--- src/rtl/sram_access_unit.sv ---
// CPU-side master for the SRAM controller: serialises a fetch and/or a load/store onto
// the controller's slot A and slot EX, builds lane masks and store data, extends load data.
module sram_access_unit #(
    parameter int unsigned BUS_AW = 22
) (
    input  logic              clk,
    input  logic              rst,
    input  logic              if_req,
    input  logic [31:0]       if_addr,
    input  logic              mem_req,
    input  logic              mem_we,
    input  logic [1:0]        mem_size,
    input  logic              mem_sign,
    input  logic [31:0]       mem_addr,
    input  logic [31:0]       mem_wdata,
    output logic [31:0]       if_rdata,
    output logic              if_valid,
    output logic              if_addr_err,
    output logic [31:0]       mem_rdata,
    output logic              mem_valid,
    output logic              mem_addr_err,
    output logic              cpu_stall,
    output logic              read_op,
    output logic              write_op,
    output logic [BUS_AW-1:0] bus_addr,
    output logic [3:0]        byte_mask,
    output logic [31:0]       bus_data_write,
    output logic              read_op_ex,
    output logic              write_op_ex,
    output logic [BUS_AW-1:0] bus_addr_ex,
    output logic [3:0]        byte_mask_ex,
    output logic [31:0]       bus_data_write_ex,
    input  logic [31:0]       bus_data_read,
    input  logic [31:0]       bus_data_read_ex
);

    localparam int unsigned DW = 32;
    localparam int unsigned MW = 4;

    typedef enum logic [2:0] {
        IDLE    = 3'd0,
        ISSUE_A = 3'd1,
        ISSUE_B = 3'd2,
        CAP_A   = 3'd3,
        CAP_B   = 3'd4,
        DONE    = 3'd5
    } state_t;

    state_t state_q, state_d;

    // Request context latched in IDLE
    logic       a_fetch_q, a_fetch_d;
    logic       dual_q, dual_d;
    logic       has_if_q, has_if_d;
    logic       has_mem_q, has_mem_d;
    logic       if_err_q, if_err_d;
    logic       mem_err_q, mem_err_d;
    logic       we_q, we_d;
    logic [1:0] size_q, size_d;
    logic       sign_q, sign_d;
    logic [1:0] off_q, off_d;

    logic              read_op_d, write_op_d, read_op_ex_d, write_op_ex_d;
    logic              if_valid_d, mem_valid_d, if_addr_err_d, mem_addr_err_d;
    logic [DW-1:0]     if_rdata_d, mem_rdata_d;
    logic [BUS_AW-1:0] bus_addr_d, bus_addr_ex_d;
    logic [MW-1:0]     byte_mask_d, byte_mask_ex_d;
    logic [DW-1:0]     bus_data_write_d, bus_data_write_ex_d;

    logic              if_mis, mem_mis, good_if, good_mem;
    logic [MW-1:0]     mem_mask;
    logic [DW-1:0]     mem_data;
    logic [BUS_AW-1:0] if_baddr, mem_baddr;
    logic              unused_bits;

    assign if_mis    = (if_addr[1:0] != 2'b00);
    assign mem_mis   = mem_size[1] ? (mem_addr[1:0] != 2'b00) : (mem_size[0] & mem_addr[0]);
    assign good_if   = if_req & ~if_mis;
    assign good_mem  = mem_req & ~mem_mis;
    assign if_baddr  = {if_addr[BUS_AW-1:2], 2'b00};
    assign mem_baddr = {mem_addr[BUS_AW-1:2], 2'b00};
    assign unused_bits = ^{if_addr[DW-1:BUS_AW], mem_addr[DW-1:BUS_AW]};

    // Lane enables and replicated store data for the data access
    always_comb begin
        mem_mask = 4'b1111;
        mem_data = mem_wdata;
        case (mem_size)
            2'd0: begin
                mem_mask = 4'b0001 << mem_addr[1:0];
                mem_data = {4{mem_wdata[7:0]}};
            end
            2'd1: begin
                mem_mask = 4'b0011 << {mem_addr[1], 1'b0};
                mem_data = {2{mem_wdata[15:0]}};
            end
            default: begin
                mem_mask = 4'b1111;
                mem_data = mem_wdata;
            end
        endcase
    end

    function automatic logic [DW-1:0] load_extract(input logic [DW-1:0] rd,
                                                   input logic [1:0]    off,
                                                   input logic [1:0]    size,
                                                   input logic          sign);
        logic [DW-1:0] w;
        w = rd >> {off, 3'b000};
        case (size)
            2'd0:    return {{24{sign & w[7]}}, w[7:0]};
            2'd1:    return {{16{sign & w[15]}}, w[15:0]};
            default: return rd;
        endcase
    endfunction

    // Stall is combinational so the pipeline holds in the very cycle a request appears
    assign cpu_stall = (state_q == DONE) ? 1'b0 :
                       (state_q == IDLE) ? (if_req | mem_req) : 1'b1;

    always_comb begin
        state_d             = state_q;
        a_fetch_d           = a_fetch_q;
        dual_d              = dual_q;
        has_if_d            = has_if_q;
        has_mem_d           = has_mem_q;
        if_err_d            = if_err_q;
        mem_err_d           = mem_err_q;
        we_d                = we_q;
        size_d              = size_q;
        sign_d              = sign_q;
        off_d               = off_q;
        read_op_d           = 1'b0;
        write_op_d          = 1'b0;
        read_op_ex_d        = 1'b0;
        write_op_ex_d       = 1'b0;
        if_valid_d          = 1'b0;
        mem_valid_d         = 1'b0;
        if_addr_err_d       = 1'b0;
        mem_addr_err_d      = 1'b0;
        if_rdata_d          = if_rdata;
        mem_rdata_d         = mem_rdata;
        bus_addr_d          = bus_addr;
        bus_addr_ex_d       = bus_addr_ex;
        byte_mask_d         = byte_mask;
        byte_mask_ex_d      = byte_mask_ex;
        bus_data_write_d    = bus_data_write;
        bus_data_write_ex_d = bus_data_write_ex;

        case (state_q)
            IDLE: begin
                if (if_req | mem_req) begin
                    a_fetch_d = good_if;
                    dual_d    = good_if & good_mem;
                    has_if_d  = if_req;
                    has_mem_d = mem_req;
                    if_err_d  = if_req & if_mis;
                    mem_err_d = mem_req & mem_mis;
                    we_d      = mem_we;
                    size_d    = mem_size;
                    sign_d    = mem_sign;
                    off_d     = mem_addr[1:0];
                    if (good_if) begin
                        bus_addr_d       = if_baddr;
                        byte_mask_d      = 4'b1111;
                        bus_data_write_d = '0;
                        if (good_mem) begin
                            bus_addr_ex_d       = mem_baddr;
                            byte_mask_ex_d      = mem_mask;
                            bus_data_write_ex_d = mem_data;
                        end
                    end else if (good_mem) begin
                        bus_addr_d       = mem_baddr;
                        byte_mask_d      = mem_mask;
                        bus_data_write_d = mem_data;
                    end
                    if (good_if | good_mem) begin
                        state_d    = ISSUE_A;
                        read_op_d  = good_if | ~mem_we;
                        write_op_d = ~good_if & mem_we;
                    end else begin
                        // Errors only: report straight away without touching the bus
                        state_d        = DONE;
                        if_valid_d     = if_req;
                        mem_valid_d    = mem_req;
                        if_addr_err_d  = if_req & if_mis;
                        mem_addr_err_d = mem_req & mem_mis;
                    end
                end
            end
            ISSUE_A: begin
                state_d       = ISSUE_B;
                read_op_ex_d  = dual_q & ~we_q;
                write_op_ex_d = dual_q & we_q;
            end
            ISSUE_B: begin
                state_d = CAP_A;
            end
            CAP_A: begin
                if (a_fetch_q) begin
                    if_rdata_d = bus_data_read;
                end else if (!we_q) begin
                    mem_rdata_d = load_extract(bus_data_read, off_q, size_q, sign_q);
                end
                if (dual_q) begin
                    state_d = CAP_B;
                end else begin
                    state_d        = DONE;
                    if_valid_d     = has_if_q;
                    mem_valid_d    = has_mem_q;
                    if_addr_err_d  = if_err_q;
                    mem_addr_err_d = mem_err_q;
                end
            end
            CAP_B: begin
                if (!we_q) begin
                    mem_rdata_d = load_extract(bus_data_read_ex, off_q, size_q, sign_q);
                end
                state_d        = DONE;
                if_valid_d     = has_if_q;
                mem_valid_d    = has_mem_q;
                if_addr_err_d  = if_err_q;
                mem_addr_err_d = mem_err_q;
            end
            DONE: begin
                state_d = IDLE;
            end
            default: begin
                state_d = IDLE;
            end
        endcase
    end

    always_ff @(posedge clk) begin
        if (rst) begin
            state_q           <= IDLE;
            a_fetch_q         <= 1'b0;
            dual_q            <= 1'b0;
            has_if_q          <= 1'b0;
            has_mem_q         <= 1'b0;
            if_err_q          <= 1'b0;
            mem_err_q         <= 1'b0;
            we_q              <= 1'b0;
            size_q            <= 2'd0;
            sign_q            <= 1'b0;
            off_q             <= 2'd0;
            read_op           <= 1'b0;
            write_op          <= 1'b0;
            read_op_ex        <= 1'b0;
            write_op_ex       <= 1'b0;
            if_valid          <= 1'b0;
            mem_valid         <= 1'b0;
            if_addr_err       <= 1'b0;
            mem_addr_err      <= 1'b0;
            if_rdata          <= '0;
            mem_rdata         <= '0;
            bus_addr          <= '0;
            bus_addr_ex       <= '0;
            byte_mask         <= '0;
            byte_mask_ex      <= '0;
            bus_data_write    <= '0;
            bus_data_write_ex <= '0;
        end else begin
            state_q           <= state_d;
            a_fetch_q         <= a_fetch_d;
            dual_q            <= dual_d;
            has_if_q          <= has_if_d;
            has_mem_q         <= has_mem_d;
            if_err_q          <= if_err_d;
            mem_err_q         <= mem_err_d;
            we_q              <= we_d;
            size_q            <= size_d;
            sign_q            <= sign_d;
            off_q             <= off_d;
            read_op           <= read_op_d;
            write_op          <= write_op_d;
            read_op_ex        <= read_op_ex_d;
            write_op_ex       <= write_op_ex_d;
            if_valid          <= if_valid_d;
            mem_valid         <= mem_valid_d;
            if_addr_err       <= if_addr_err_d;
            mem_addr_err      <= mem_addr_err_d;
            if_rdata          <= if_rdata_d;
            mem_rdata         <= mem_rdata_d;
            bus_addr          <= bus_addr_d;
            bus_addr_ex       <= bus_addr_ex_d;
            byte_mask         <= byte_mask_d;
            byte_mask_ex      <= byte_mask_ex_d;
            bus_data_write    <= bus_data_write_d;
            bus_data_write_ex <= bus_data_write_ex_d;
        end
    end

endmodule

--- config.mk ---
export PLATFORM = sky130hd
export DESIGN_NAME = sram_access_unit
export DESIGN_NICKNAME = d
export VERILOG_FILES = /design/src/rtl/sram_access_unit.sv
export SDC_FILE = /design/constraint.sdc
export NUM_CORES = 1
export LEC_CHECK = 0
export CORE_AREA = 2 2 168 137
export CTS_BUF_LIST = sky130_fd_sc_hd__clkbuf_4 sky130_fd_sc_hd__clkbuf_8
export DETAILED_ROUTE_END_ITERATION = 8
export DIE_AREA = 0 0 170 139
export PLACE_DENSITY_LB_ADDON = 0.3
export RECOVER_POWER = 50
export REMOVE_ABC_BUFFERS = 1
export SLEW_MARGIN = 25
export SYNTH_ARGS = -nofsm -noshare
export SYNTH_HDL_FRONTEND = slang
export SYNTH_SLANG_ARGS = --single-unit
--- constraint.sdc ---
create_clock -name clk -period 2.3 [get_ports clk]
set_input_delay 0.69 -clock clk [delete_from_list [all_inputs] [get_ports clk]]
set_output_delay 0.69 -clock clk [all_outputs]
set_load 0.05 [all_outputs]
Yosys cells after proc, flatten, opt, wreduce, memory -nomap -nowiden
Cells that the tools add are included.
{ "totals": {"ff_bits": 201, "in_bits": 168, "out_inout_bits": 189, "wordCells": 118} }
{ "classes": {"n_eq_ne": 11, "shift": 4, "muxes": 37, "n_bitwise": 25, "reduce_logical": 14} }
{ "op_table": {"columns": ["operator", "count"], "rows": [
  ["32-bit one-hot mux with 2 select lines", 4],
  ["32-bit two-way mux", 5],
  ["32-bit by 5-bit >> shifter with 16-bit output", 2],
  ["22-bit two-way mux", 2],
  ["1-bit two-way mux", 16],
  ["3-bit one-hot mux with 5 select lines", 1],
  ["1-bit bitwise AND", 13],
  ["1-bit one-hot mux with 3 select lines", 4],
  ["1-bit NOT", 9],
  ["4-bit two-way mux", 2],
  ["4-bit one-hot mux with 2 select lines", 1],
  ["4-bit AND reduction", 2],
  ["2-bit nonzero test", 4],
  ["3-bit by 2-bit equality test with 1-bit output (second input constant)", 2],
  ["3-bit equality test (second input constant)", 2],
  ["3-bit two-way mux", 2],
  ["2-bit inequality test (second input constant)", 3],
  ["2-bit by 1-bit equality test with 1-bit output (second input constant)", 2],
  ["2-bit logical NOT", 2],
  ["2-bit AND reduction", 2],
  ["4-bit OR reduction", 1],
  ["1-bit by 2-bit left shift with 4-bit output (first input constant)", 1],
  ["2-bit by 2-bit left shift with 4-bit output (first input constant)", 1],
  ["3-bit by 1-bit equality test with 1-bit output (second input constant)", 1],
  ["5 further kinds", 7]
]} }

Logic depth before layout (Yosys ltp)
Gate-level depths: netlist (run 1).
{ "depth": {"depth_word": 8, "mapped_depth": 8, "depth_no_buf": 5} }

Worst setup path after synthesis (run 1)
Ideal clock, no wire load.
{ "synth_timing": {"path_kind": "input to register", "from": "input port bus_data_read[23]", "to": "register mem_rdata[29]", "arrival_time_ns": 2.213, "required_ns": 2.183, "path_slack_ns": -0.029, "stages": 6, "path_cell_list": "mux2_1 mux4_2 a31o_4 buf_6 o22a_1 a22o_1"} }
{ "synth_via": {"elab_chain_cells": 6, "elab_cells_between_ends": 7, "classes_between": "1 x shift; 4 x mux; 2 x bitwise"} }
{ "synth_rtl": {"columns": ["item", "line_no", "source"], "rows": [
  ["start: declaration", "33", "input logic [31:0] bus_data_read,"],
  ["32-bit by 5-bit >> shifter with 16-bit output (*)", "109", "w = rd >> {off, 3'b000};"],
  ["1-bit bitwise AND (on tied branches)", "112, 111", null],
  ["32-bit one-hot mux with 2 select lines (*)", "110", "case (size)"],
  ["32-bit two-way mux (*)", "202", "end else if (!we_q) begin"],
  ["32-bit two-way mux (*)", "200", "if (a_fetch_q) begin"],
  ["32-bit one-hot mux with 2 select lines (*)", "150", "case (state_q)"],
  ["end signal: assignment", "284", "mem_rdata <= mem_rdata_d;"],
  ["end: declaration", "19", "output logic [31:0] mem_rdata,"]
]} }
Mark *: on every way between the ends. The rest lies on a longest branch, timed or not. The select of a mux whose other input is x is not followed.
A chain may end at the register's enable or synchronous reset.

Worst setup path in the final report (run 1)
{ "layout_timing": {"from": "input port mem_req", "to": "output port cpu_stall"} }
{ "layout_via": {"elab_chain_cells": 3} }
{ "layout_rtl": {"columns": ["item", "line_no", "source"], "rows": [
  ["start: declaration", "10", "input logic mem_req,"],
  ["1-bit OR", "119", "(state_q == IDLE) ? (if_req | mem_req) : 1'b1;"],
  ["1-bit two-way mux", "119", null],
  ["1-bit two-way mux", "118", "assign cpu_stall = (state_q == DONE) ? 1'b0 :"],
  ["end: declaration", "22", "output logic cpu_stall,"]
]} }
No other way between the ends.

==> flow_metrics.py, run 1 <==
metrics = {
    "power_and_ir_drop": {
        "p_int_mw": 5.47,
        "clock_power_share_pct": 26.6,
        "worst_ir_drop_vdd_mv": 0.363,
        "switchingPower_mw": 3.28,
        "p_sw_share_pct": 37.5,
        "power_density_nw_per_um2": 674,
        "sequentialPowerShare_pct": 42.9,
        "pwr-share-comb_pct": 30.4,
        "p_leak_nw": 5.33,
    },
    "global_route": {
        "antenna_found_initial": 0,
        "track_usage_pct": 26.4,
        "first_global_vias": 8771,
        "grt_pass1_wl_um": 48900,
        "overflow": 0,
        "grt_max_degree": 66,
    },
    "critical_path": {
        "critPathBufInv": 2,
        "crit_path_end_kind": "primary output",
        "cp_data_required_time_ns": 1.61,
        "crit_path_cell_trace": "clkdlybuf4s15_1 > nor4_4 > a21oi_1 > or2_4 > buf_8",
        "timing.rr.end": "mem_rdata[18]",
        "worstPathMaxFanout": 2,
        "crit_type": "primary input to primary output",
        "crit_arrival_ns": 1.64,
        "crit_family": "simple AND/OR/NAND/NOR gates",
        "timing.rr.start": "off_q[0]",
        "reg2reg_depth": 5,
        "start_kind": "primary input",
        "crit_slowest_cell": "nor4_4",
        "cpPeakStageDelay_ns": 0.27,
        "reg2reg_slack_ns": 0.09,
    },
    "clocking": {
        "root_buffer": "clkbuf_8",
        "cts_tree": "done",
        "htree_levels": 4,
        "cts_buffers": 17,
        "clk_pin_slew_worst_paths_ns": 0.10,
        "clkSinkCount": 199,
        "clockBufferDepth": 2,
        "clk_latency_ns": 0.50,
    },
    "min_path": {
        "hold_start": "if_rdata[27]",
        "min_path_cells": 2,
        "hold_class": "flop to flop",
        "hold_end": "if_rdata[27]",
    },
    "die": {
        "die_area_um2": 23600,
        "die_y_um": 139,
        "coreArea_um2": 22100,
        "num_rows": 49,
        "fp.dieW_um": 170,
        "start_util_pct": 40.2,
        "io_pins": 357,
    },
    "synthesis": {
        "synthArstFlopShare_pct": 0,
        "ys_seq_area_share_pct": 44.9,
        "synthDistinctLibCells": 54,
        "ys_ff_latch": 199,
        "synth_commonest_cells": "nand2_1, dfxtp_1, a21oi_1, nor2_1, clkbuf_1",
        "synth_area_per_cell_um2": 8.25,
        "syn-cell-area_um2": 8870,
        "synth_enable_flop_cells": 0,
        "synth_area_leaders": "dfxtp_1, nand2_1, a21oi_1",
        "syn_inst": 1076,
        "yosys.area.top_type": "dfxtp_1",
        "ys.flop_type": "dfxtp_1",
        "ys_warn_count": 0,
        "yosysMostFrequentCell": "nand2_1",
        "yosysTopAreaCellShare_pct": 44.9,
    },
    "final_layout": {
        "multi_input_area_um2": 4530,
        "nFillCells": 2084,
        "syn_to_final_growth_pct": 46.5,
        "instances_no_fill": 1721,
        "finalNetCount": 1596,
        "register_area_um2": 3990,
        "antenna_cells": 0,
        "drive_gt1_share_pct": 10.5,
    },
    "drt": {
        "vias_per_cell": 5.36,
        "antenna_left": 0,
        "first_pass_iters": 5,
        "wl_per_cell_um": 18.4,
        "wl_um": 31700,
        "dr.first_iter.drc_count": 702,
        "vias": 9222,
        "drcViolationCount": 0,
    },
    "sta": {
        "clock.fmax_ghz": 0.429,
        "slew_violations": 0,
        "worst_hold_slack_ns": 0.457,
        "fin_crit_sh_pct": 101,
        "setup_viol": 2,
        "tightest_slew_ns": 1.15,
        "clock_skew_ns": 0.0197,
        "rsz0062_at_grt": "true",
        "finalWorstSetupSlack_ns": -0.0313,
        "hold_violations": 0,
        "period_needed_ns": 2.33,
        "slew_headroom_pct": 23.5,
    },
    "flow_run": {
        "cap_viol_max_count": 0,
    },
    "placement": {
        "portBuffers": 332,
        "gp_congestion": 0.907,
        "dp.cells": 1687,
        "dp.final_hpwl_um": 22700,
    },
    "run_status": {
        "status": "finished with violations",
        "failed_checks": "negative setup slack",
    },
}
state kept, by name, summed over array words and instances, names as in the netlist, 2 cells and up:
register           count
byte_mask_ex           4
size_q                 2
byte_mask              4
bus_addr_ex           20
if_rdata              32
bus_data_write        32
bus_data_write_ex     32
bus_addr              20
off_q                  2
state_q                3
mem_rdata             32
power groups by stage:
stage | combinational (mW) | sequential [mW] | clock [mW]
2_1_floorplan | 0.900 | 4.44 | 0
3_3_place_gp | 2.73 | 3.83 | 0
3_5_place_dp | 2.75 | 3.84 | 0
4_1_cts | 2.70 | 3.76 | 2.37
5_1_grt | 2.85 | 3.78 | 2.50
6_report | 2.67 | 3.76 | 2.33
layout make-up:
type                            count  share of cell area, %
Clock inverter                     15                   1.38
Clock buffer                       17                   1.80
Inverter                            4                  0.116
Tap cell                          280                   2.70
Sequential cell                   199                   30.7
Multi-Input combinational cell    784                   34.8
Timing Repair Buffer              422                   28.5
cell usage in the layout, fill, tap and decap left out, types with 4 or more instances in the layout:
cell type and instances:
a22o_1 17, or3_1 16, dfxtp_1 197, nor3_1 11, a311oi_1 25, conb_1 4
clkbuf_2 13, o22a_1 16, o211ai_1 17, mux2i_1 49, clkbuf_8 17, clkinv_4 4
clkdlybuf4s50_1 141, a21oi_1 128, o2bb2ai_1 15, nand3_1 21, nor2_1 68, buf_4 62
nand2_1 288, mux4_2 9, clkinv_8 5, a32o_1 8, buf_12 7, inv_8 4
buf_6 4, inv_1 4, o21ai_0 22, a211oi_1 27, clkbuf_1 28, dlygate4sd2_1 162
kinds of logic (layout without fill, tap and decap cells):
family | after synthesis | after routing | synth area share [%]
mux | 62 | 62 | 8.32
compound gates | 287 | 288 | 21.6
buf+inv | 97 | 458 | 4.92
simple gates | 429 | 429 | 20.1
other cells | 1 | 4 | 0.0423
xor+xnor | 1 | 1 | 0.0987
flops | 199 | 199 | 44.9
tightest hold or removal path, cell delays in order, from the launching register on:
cell     delay [ns]
dfxtp_1        0.32
nand2_1        0.05
a21oi_1        0.05
per-layer routing:
metal	global-route usage, %	up-vias	part of all wire (%)
met2	41.6	402	45
met5	0	-	0
li1	-	4478	-
met1	34.3	4295	42
met4	9.45	0	2.6
met3	8.22	47	9.7
how the worst max path moves through the flow:
stage                            from                    to  slack (ns)  depth (start not counted)
detailed placement  bus_data_read[23]         mem_rdata[30]       -0.61                          6
CTS                        state_q[2]             cpu_stall       -0.02                          5
global placement    bus_data_read[23]         mem_rdata[30]       -0.59                          6
finish                        mem_req             cpu_stall       -0.03                          5
global route               state_q[2]             cpu_stall       -0.10                          5
floorplan                  if_addr[1]  bus_data_write_ex[8]       -3.42                          4
repair_timing:
item | 4_1_cts | 5_1_grt
cloned | 1 | 0
pin swaps | 4 | 0
gates resized for setup | 171 | 6
endpoints found under the hold margin | 0 | 0
endpoints found under the setup margin | 176 | 16
buffers inserted | 1 | 1
hold buffers | 0 | 0
metrics by stage:
step	area (µm²)	worst slack [ns]	power (mW)	util, %	setup TNS, ns
after global routing	13000	-0.103	9.14	58.9	-1.45
after global placement	12900	-0.586	6.56	58.4	-30.85
after floorplan	8460	-3.42	5.34	-	-307.37
after detailed placement	12900	-0.606	6.59	58.4	-35.29
final	13000	-0.0313	8.76	58.9	-0.0365
after CTS	13200	-0.0176	8.83	59.6	-0.0176
Power figures use the tool's default switching activity.
==> run 2: changes to the inputs <==
- SLEW_MARGIN: 25 -> unset
==> run 2 against run 1 <==
The run still ends with negative setup slack left. Clock skew is 0.0010 ns lower. Global-route usage stayed put. Die area stayed put. Final cell count stayed put. Critical endpoint unchanged. Largest cell class unchanged.
==> flow_metrics.py, run 2 (synthesis results as in run 1) <==
metrics = {
    "die": {
        "start_util_pct": 40.2,
        "num_rows": 49,
        "die_area_um2": 23600,
        "io_pins": 357,
        "die_y_um": 139,
        "coreArea_um2": 22100,
        "fp.dieW_um": 170,
    },
    "drt": {
        "wl_per_cell_um": 18.4,
        "dr.first_iter.drc_count": 705,
        "wl_um": 31600,
        "antenna_left": 0,
        "first_pass_iters": 5,
        "vias_per_cell": 5.39,
        "drcViolationCount": 0,
        "vias": 9278,
    },
    "clocking": {
        "cts_hold_buffers": 0,
        "clkSinkCount": 199,
        "root_buffer": "clkbuf_8",
        "clk_latency_ns": 0.49,
        "cts_tree": "done",
        "clk_pin_slew_worst_paths_ns": 0.10,
        "htree_levels": 4,
        "cts_buffers": 17,
        "clockBufferDepth": 2,
    },
    "critical_path": {
        "crit_arrival_ns": 1.64,
        "crit_path_end_kind": "primary output",
        "crit_family": "simple AND/OR/NAND/NOR gates",
        "crit_type": "primary input to primary output",
        "timing.rr.start": "off_q[0]",
        "cpPeakStageDelay_ns": 0.27,
        "reg2reg_slack_ns": 0.10,
        "worstPathMaxFanout": 2,
        "start_kind": "primary input",
        "timing.rr.end": "mem_rdata[18]",
        "critPathLaunch": "mem_req",
        "cp_data_required_time_ns": 1.61,
        "crit_slowest_cell": "nor4_4",
        "critPathBufInv": 2,
        "reg2reg_depth": 5,
        "crit_path_cell_trace": "clkdlybuf4s15_1 > nor4_4 > a21oi_1 > or2_4 > buf_8",
    },
    "final_layout": {
        "syn_to_final_growth_pct": 46.5,
        "instances_no_fill": 1721,
        "finalNetCount": 1596,
        "final_cell_mix": "nand2_1, dfxtp_1, dlygate4sd2_1, clkdlybuf4s50_1, a21oi_1",
        "nFillCells": 2085,
        "drive_gt1_share_pct": 10.4,
        "antenna_cells": 0,
        "final_common_cell": "nand2_1",
    },
    "flow_run": {
        "cap_viol_max_count": 0,
    },
    "sta": {
        "tightest_slew_ns": 1.15,
        "clock_skew_ns": 0.0186,
        "worst_hold_slack_ns": 0.457,
        "setup_viol": 1,
        "slew_violations": 0,
        "finalWorstSetupSlack_ns": -0.0313,
        "period_needed_ns": 2.33,
        "fin_crit_sh_pct": 101,
        "slew_headroom_pct": 23.6,
        "clock.fmax_ghz": 0.429,
        "hold_violations": 0,
        "rsz0062_at_grt": "true",
    },
    "min_path": {
        "hold_start": "if_rdata[27]",
        "hold_class": "flop to flop",
        "min_path_cells": 2,
        "hold_end": "if_rdata[27]",
    },
    "placement": {
        "gp_congestion": 0.907,
        "portBuffers": 332,
        "dp.cells": 1687,
        "dp.final_hpwl_um": 22700,
    },
    "global_route": {
        "first_global_vias": 8771,
        "track_usage_pct": 26.4,
        "grt_max_degree": 66,
        "grt_pass1_wl_um": 48900,
        "overflow": 0,
        "antenna_found_initial": 0,
    },
    "power_and_ir_drop": {
        "power_density_nw_per_um2": 673,
        "total_power_mw": 8.75,
        "p_leak_nw": 5.33,
        "worst_ir_drop_vdd_mv": 0.363,
    },
    "run_status": {
        "status": "finished with violations",
        "failed_checks": "negative setup slack",
    },
}
==> run 2: changes by cell type in the layout (fill, tap and decap cells not counted), sizes merged <==
| cell | delta |
|---|---|
| buf | +1 |
| clkbuf | -1 |
==> run 2: worst max-delay path by stage <==
stage                                end  slack, ns  cells after the start
floorplan           bus_data_write_ex[8]      -3.42                      4
global placement           mem_rdata[30]      -0.59                      6
detailed placement         mem_rdata[30]      -0.61                      6
CTS                            cpu_stall      -0.02                      5
global route                   cpu_stall      -0.10                      5
finish                         cpu_stall      -0.03                      5
==> run 2: routing by layer <==
| metal | global-route usage, % | vias up | part of all wire [%] |
|---|---|---|---|
| met5 | 0 | - | 0 |
| met4 | 9.45 | 0 | 2.5 |
| met2 | 41.6 | 420 | 45 |
| met3 | 8.22 | 47 | 9.6 |
| li1 | - | 4480 | - |
| met1 | 34.3 | 4331 | 42 |
==> run 2: tightest hold or removal path, delay by kind of cell (launching register included) <==
family | cells | cell delay, ns
simple gates | 1 | 0.05
flops | 1 | 0.32
compound gates | 1 | 0.05
==> run 2: power by group <==
part	switching, mW	internal [mW]
sequential	0.118	3.64
clock	1.49	0.834
combinational	1.67	0.997
total	3.28	5.47
==> run 2: timing repair <==
action	CTS	global route
setup buffers	1	1
endpoints found under the setup margin	176	18
cloned	1	0
pin swaps	4	0
gates resized for setup	171	6
==> run 2: area by class of cell <==
cell class                 count  area (µm²)  area share (%)
tap                          280         350            2.70
sequential                   199        3990            30.7
timing repair buffer         422        3710            28.5
inverter                       4        15.0           0.116
clock buffer                  17         234            1.80
clock inverter                15         179            1.38
multi-input combinational    784        4530            34.8
==> run 2: stage by stage <==
stage | setup slack (ns) | util, % | setup TNS, ns | instance area (µm²)
after floorplan | -3.42 | - | -307.37 | 8460
after global placement | -0.586 | 58.4 | -30.85 | 12900
after detailed placement | -0.606 | 58.4 | -35.29 | 12900
after CTS | -0.0176 | 59.6 | -0.0176 | 13200
after global routing | -0.103 | 58.9 | -1.45 | 13000
final | -0.0313 | 58.9 | -0.0313 | 13000
==> run 3: changes to the inputs <==
- CTS_CLUSTER_DIAMETER: unset -> 40
==> results of run 3 <==
Final layout, timing and power as in run 2 (identical DEF).
